## config.mk

```make
export PLATFORM = sky130hd
export DESIGN_NAME = range_gate_sequencer
export DESIGN_NICKNAME = d
export VERILOG_FILES = /design/src/rtl/range_gate_sequencer.sv
export SDC_FILE = /design/constraint.sdc
export NUM_CORES = 1
export LEC_CHECK = 0
export ABC_AREA = 1
export BUFFER_PORTS_ARGS = -buffer_cell sky130_fd_sc_hd__buf_2
export CORE_MARGIN = 2
export CORE_UTILIZATION = 51
export DETAILED_ROUTE_END_ITERATION = 12
export GPL_ROUTABILITY_DRIVEN = 0
export PLACE_DENSITY = 0.77
export SKIP_CTS_REPAIR_TIMING = 1
export SYNTH_ARGS = -nofsm -noshare
export SYNTH_HDL_FRONTEND = slang
export SYNTH_SLANG_ARGS = --single-unit
```

## constraint.sdc

```tcl
create_clock -name clk_i -period 2.1 [get_ports clk_i]
set_input_delay 0.21 -clock clk_i [delete_from_list [all_inputs] [get_ports clk_i]]
set_output_delay 0.21 -clock clk_i [all_outputs]
set_load 0.05 [all_outputs]
```

## src/rtl/range_gate_sequencer.sv

```systemverilog
// range_gate_sequencer
//   Per-shot acquisition sequencer for the lidar datapath. Passes a sample pair
//   through one register stage and, once armed by a trigger edge, strobes the
//   downstream FFT/accumulator over SHOTS x GATES x GLEN clocks per frame.
//   Configuration is latched when a frame is armed and ignored while busy.
// Ports
//   clk_i, rst_i          clock, synchronous active-high reset
//   enable_i              arms frames; low aborts a frame in progress
//   trigger_i             laser trigger, rising edge used
//   cfg_delay_i           clocks from trigger edge to first gate sample (0 legal)
//   cfg_glen_i            clocks per range gate
//   cfg_gates_i           range gates per shot
//   cfg_shots_i           shots per frame
//   x0_i, x0z_i           sample pair in
//   y0_o, y0z_o           sample pair delayed one clock (free running)
//   valid_o               y0/y0z belong to a gate
//   gate_start_o/_end_o   first / last valid cycle of a gate
//   gate_idx_o            current gate index (0-based)
//   shot_idx_o            current shot index (0-based)
//   acc_first_o           valid during shot 0 (accumulator overwrites)
//   busy_o                sequencer not idle
//   frame_done_o          pulse after the final gate of the final shot
//   trig_miss_o           pulse: trigger edge ignored during DELAY/GATE
//   cfg_err_o             pulse: arm refused, a length/count field is zero
module range_gate_sequencer #(
  parameter int DW = 16,
  parameter int CW = 16,
  parameter int GW = 8
) (
  input  logic                 clk_i,
  input  logic                 rst_i,
  input  logic                 enable_i,
  input  logic                 trigger_i,
  input  logic [CW-1:0]        cfg_delay_i,
  input  logic [CW-1:0]        cfg_glen_i,
  input  logic [GW-1:0]        cfg_gates_i,
  input  logic [CW-1:0]        cfg_shots_i,
  input  logic signed [DW-1:0] x0_i,
  input  logic signed [DW-1:0] x0z_i,
  output logic signed [DW-1:0] y0_o,
  output logic signed [DW-1:0] y0z_o,
  output logic                 valid_o,
  output logic                 gate_start_o,
  output logic                 gate_end_o,
  output logic [GW-1:0]        gate_idx_o,
  output logic [CW-1:0]        shot_idx_o,
  output logic                 acc_first_o,
  output logic                 busy_o,
  output logic                 frame_done_o,
  output logic                 trig_miss_o,
  output logic                 cfg_err_o
);

  typedef enum logic [1:0] {S_IDLE, S_DELAY, S_GATE, S_WAIT_TRIG} state_e;

  localparam logic [CW-1:0] ONE_C = CW'(1);
  localparam logic [GW-1:0] ONE_G = GW'(1);

  state_e         state_q, state_d;
  logic           trig_q;
  logic           trg;
  logic [CW-1:0]  delay_q, delay_d;
  logic [CW-1:0]  glen_q, glen_d;
  logic [GW-1:0]  gates_q, gates_d;
  logic [CW-1:0]  shots_q, shots_d;
  logic [CW-1:0]  cnt_q, cnt_d;     // shared: delay count in DELAY, sample count in GATE
  logic [GW-1:0]  gate_q, gate_d;
  logic [CW-1:0]  shot_q, shot_d;
  logic           done_q, done_d;
  logic           miss_q, miss_d;
  logic           err_q, err_d;
  logic           last_sample, last_gate, last_shot;
  logic signed [DW-1:0] y0_q, y0z_q;

  assign trg         = trigger_i & ~trig_q;
  assign last_sample = (cnt_q == glen_q - ONE_C);
  assign last_gate   = (gate_q == gates_q - ONE_G);
  assign last_shot   = (shot_q == shots_q - ONE_C);

  always_comb begin
    state_d = state_q;
    delay_d = delay_q;
    glen_d  = glen_q;
    gates_d = gates_q;
    shots_d = shots_q;
    cnt_d   = cnt_q;
    gate_d  = gate_q;
    shot_d  = shot_q;
    done_d  = 1'b0;
    miss_d  = 1'b0;
    err_d   = 1'b0;
    case (state_q)
      S_IDLE: begin
        if (trg && enable_i) begin
          delay_d = cfg_delay_i;
          glen_d  = cfg_glen_i;
          gates_d = cfg_gates_i;
          shots_d = cfg_shots_i;
          // A zero delay is legal (gate starts immediately); zero lengths/counts are not.
          if (cfg_glen_i == '0 || cfg_gates_i == '0 || cfg_shots_i == '0) begin
            err_d = 1'b1;
          end else begin
            shot_d  = '0;
            gate_d  = '0;
            cnt_d   = '0;
            state_d = (cfg_delay_i != '0) ? S_DELAY : S_GATE;
          end
        end
      end
      S_DELAY: begin
        miss_d = trg;
        if (cnt_q == delay_q - ONE_C) begin
          cnt_d   = '0;
          state_d = S_GATE;
        end else begin
          cnt_d = cnt_q + ONE_C;
        end
      end
      S_GATE: begin
        miss_d = trg;
        if (last_sample) begin
          cnt_d = '0;
          if (last_gate) begin
            gate_d = '0;
            if (last_shot) begin
              shot_d  = '0;
              done_d  = 1'b1;
              state_d = S_IDLE;
            end else begin
              shot_d  = shot_q + ONE_C;
              state_d = S_WAIT_TRIG;
            end
          end else begin
            gate_d = gate_q + ONE_G;
          end
        end else begin
          cnt_d = cnt_q + ONE_C;
        end
      end
      S_WAIT_TRIG: begin
        if (trg) begin
          cnt_d   = '0;
          gate_d  = '0;
          state_d = (delay_q != '0) ? S_DELAY : S_GATE;
        end
      end
      default: state_d = S_IDLE;
    endcase
    // Dropping enable abandons the frame from any active state without completion.
    if (state_q != S_IDLE && !enable_i) begin
      state_d = S_IDLE;
      cnt_d   = '0;
      gate_d  = '0;
      shot_d  = '0;
      done_d  = 1'b0;
      miss_d  = 1'b0;
    end
  end

  always_ff @(posedge clk_i) begin
    if (rst_i) begin
      state_q <= S_IDLE;
      trig_q  <= 1'b0;
      delay_q <= '0;
      glen_q  <= '0;
      gates_q <= '0;
      shots_q <= '0;
      cnt_q   <= '0;
      gate_q  <= '0;
      shot_q  <= '0;
      done_q  <= 1'b0;
      miss_q  <= 1'b0;
      err_q   <= 1'b0;
    end else begin
      state_q <= state_d;
      trig_q  <= trigger_i;
      delay_q <= delay_d;
      glen_q  <= glen_d;
      gates_q <= gates_d;
      shots_q <= shots_d;
      cnt_q   <= cnt_d;
      gate_q  <= gate_d;
      shot_q  <= shot_d;
      done_q  <= done_d;
      miss_q  <= miss_d;
      err_q   <= err_d;
    end
  end

  // Sample pair delay stage: runs continuously, cleared only by reset.
  always_ff @(posedge clk_i) begin
    if (rst_i) begin
      y0_q  <= '0;
      y0z_q <= '0;
    end else begin
      y0_q  <= x0_i;
      y0z_q <= x0z_i;
    end
  end

  assign y0_o         = y0_q;
  assign y0z_o        = y0z_q;
  assign valid_o      = (state_q == S_GATE);
  assign gate_start_o = valid_o && (cnt_q == '0);
  assign gate_end_o   = valid_o && last_sample;
  assign gate_idx_o   = gate_q;
  assign shot_idx_o   = shot_q;
  assign acc_first_o  = valid_o && (shot_q == '0);
  assign busy_o       = (state_q != S_IDLE);
  assign frame_done_o = done_q;
  assign trig_miss_o  = miss_q;
  assign cfg_err_o    = err_q;

endmodule

```

==> impl_results.md <==
- Status: complete, but fails checks
- Failing checks: hold timing, setup timing
- Switching Fraction: 40.8%
- Synth Cell Area: 8100 um^2
- Rows: 46
- Total GRT Usage: 27.6%
- CTS tree: built
- FF/Latch Area: 2690 um^2
- CTS clk-pin slew, worst paths: 0.06 ns
- Critical path data required time: 1.89 ns
- Area leader, netlist: dfxtp_1
- Placed Cells: 1,645
- Horiz. Die Dim: 130 um
- Total Nets Final: 1,595
- Min cycle time layout: 2.36 ns
- Num CTS Buffers: 17
- IO Port Bufs: 155
- Slew Viols, Final: 0
- DR WL/cell: 14.4 um
- Gr ovfl total: 0
- Main synth FF type: dfxtp_1
- Peak VDD IR: 0.842 mV
- Crit start category: flip-flop
- CTS sink count: 134
- Commonest non-fill, non-tap cell in the layout: nand2_1
- Hold_ws: -0.0145 ns
- Mapped Cells: 1,258
- Initial core utilization: 51.6%
- Largest net degree at the start of global routing: 64
- Int Pwr: 6330 uW
- Leakage: 0.00518 uW
- Vias in the first global route: 7,740
- Initial antenna violation count: 0
- Clock Path Buffers: 2
- Synth unique cells: 42
- Adder-cell share of the synthesized area: 2.01%
- Post-route ant nets: 0
- Crit share post-route: 112%
- Clock skew: 0.00644 ns
- Largest family of logic cells by synthesized area: simple AND/OR/NAND/NOR gates
- Dpl hpwl: 17.5 mm
- Synth Register Bits: 134
- Combinational Power Share: 42.6%
- Mux contribution to synthesized area: 0%
- Synth top area cells: dfxtp_1, nand2_1, nor2_1, inv_1, xor2_1
- RSZ-0062 raised after global routing: yes
- Commonest cells after routing, fill and taps aside: nand2_1, nor2_1, buf_2
- Post-synth EDFFs: 0
- Clk Latency, worst-skew pair: 0.43 ns
- Layout area overhead: 32.5%
- Min-delay worst type: in -> reg
- Post-synthesis compound-gate area fraction: 10.4%
- # setup viols final: 43
- Synth Warn #: 0
- Die area: 16,900 um^2
- Synth Area per Inst: 6.44 um^2
- Routed WL: 24.7 mm
- I/O pins: 156
- CP endpoint kind: primary output
- Max-cap violations: 0
- Register share of total power: 28.2%
- Final Power: 10,700 uW
- # H-tree levels: 4
- FILL cells: 1,284
- 1st-pass router iterations: 5
- 1st-iter DRT viols: 659
- First-pass GRT wire length: 37.1 mm
- DR vias: 8,883
- Clk Tree Root Cell: clkbuf_16
- Clock power share: 29.3%
- Ant diodes: 0
- Share of layout cells above drive strength 1: 23.6%
- Max Freq: 423 MHz
- CP Max Fanout: 3
- Core area: 15,700 um^2
- Worst-Margin Slew: 0.561 ns
- Switching Power: 4360 uW
- Max_slew headroom: 62.5%
- Post-Synth XOR/XNOR Area: 8.00%
- Share of the synthesized area in the top cell type: 33.1%
- Final Hold Vio Count: 3
- Die extent in y: 130 um
- Net Count, Synth: 1,363
- Worst Path Arrival: 2.15 ns
- Final std cells w/o fill: 1,719
- FFs w/ async S/R, synth: 0%
- Simple-gate share of the synthesized area: 35.7%
- Multi-input logic area: 4850 um^2
- P per Cell Area: 996 nW/um^2
- DR vias/cell: 5.17
- Critical path type: reg -> out
- Worst setup margin: -0.262 ns
- DRC violations left: 0
- Sequential-to-total area share from yosys stat: 33.1%
-- synth_stat cells, types with 4 or more instances --
master / n
a21oi_1: 85
buf_2: 12
clkbuf_1: 25
dfxtp_1: 134
ha_1: 13
inv_1: 143
inv_2: 8
nand2_1: 278
nand2_2: 4
nand3_1: 88
nand3_2: 7
nand3b_1: 10
nand4_1: 20
nor2_1: 213
nor2_2: 8
nor3_1: 21
nor4_1: 9
o21ai_0: 68
or2_2: 4
xnor2_1: 17
xor2_1: 57
-- kinds of logic after synthesis --
| group | Yosys count |
|---|---|
| DFF | 134 |
| buffers and inverters | 204 |
| AOI/OAI and AO/OA | 162 |
| and+or+nand+nor | 671 |
| xor gates and xnor gates | 74 |
| adders and majority gates | 13 |
-- metal layers --
| metal | global-route usage (%) | share of wire, % | vias to the layer above |
|---|---|---|---|
| li1 | - | - | 4447 |
| met1 | 36.0 | 44 | 3990 |
| met2 | 44.1 | 45 | 399 |
| met3 | 7.79 | 8.6 | 47 |
| met4 | 9.11 | 2.3 | 0 |
| met5 | 0 | 0 | - |
-- path summary, 6_finish.rpt --
path,start,endpoint,slack [ns],cells past startpoint
max,glen_q[0],gate_end_o,-0.26,12
min,x0_i[3],y0_o[3],-0.01,3
max reg2reg,glen_q[0],gate_idx_o[1],-0.14,16
min reg2reg,shots_q[5],shots_q[5],0.50,2
-- per-stage QoR --
stage / util, % / setup TNS (ns) / area, um^2 / setup slack (ns)
2_1_floorplan: - / 0 / 8150 / 0.0351
3_3_place_gp: 60.0 / -0.761 / 9430 / -0.0420
3_5_place_dp: 60.0 / -2.84 / 9430 / -0.102
4_1_cts: 63.8 / -4.22 / 10000 / -0.478
5_1_grt: 68.3 / -9.50 / 10700 / -0.384
6_report: 68.3 / -3.95 / 10700 / -0.262
-- worst max-delay path: stages, from the launching register on --
cell and delay [ns]:
dfxtp_2 0.35, inv_4 0.05, ha_4 0.25, xor2_1 0.13
nand2_1 0.08, nor2_1 0.09, nand2_1 0.06, nor2_1 0.10
nand3_1 0.09, nor2_2 0.14, nand2_2 0.09, nor2_4 0.14
buf_8 0.16
-- registers in the layout (all words and copies together), names as in the netlist --
register and cells:
glen_q 16, y0_o 16, shots_q 16, frame_done_o 1
gate_idx_o 8, delay_q 16, cnt_q 16, gates_q 8
trig_q 1, cfg_err_o 1, y0z_o 16, state_q 2
shot_idx_o 16, trig_miss_o 1
-- power groups by stage --
stage	Clock (uW)	Combinational, uW	Sequential [uW]
after floorplan	0	2720	3190
after global placement	0	3820	3040
after detailed placement	0	3890	3050
after CTS	3170	3940	3000
after global routing	3260	5040	3040
final	3130	4550	3010
-- area by class of cell --
type,instances,share of cell area (%)
flip-flops and latches,134,25.1
inverters,155,5.56
clock buffers,17,3.96
clock inverters,15,1.68
repair buffers,260,16.1
well taps,216,2.52
multi-input cells,922,45.1
Power figures use the tool's default switching activity.
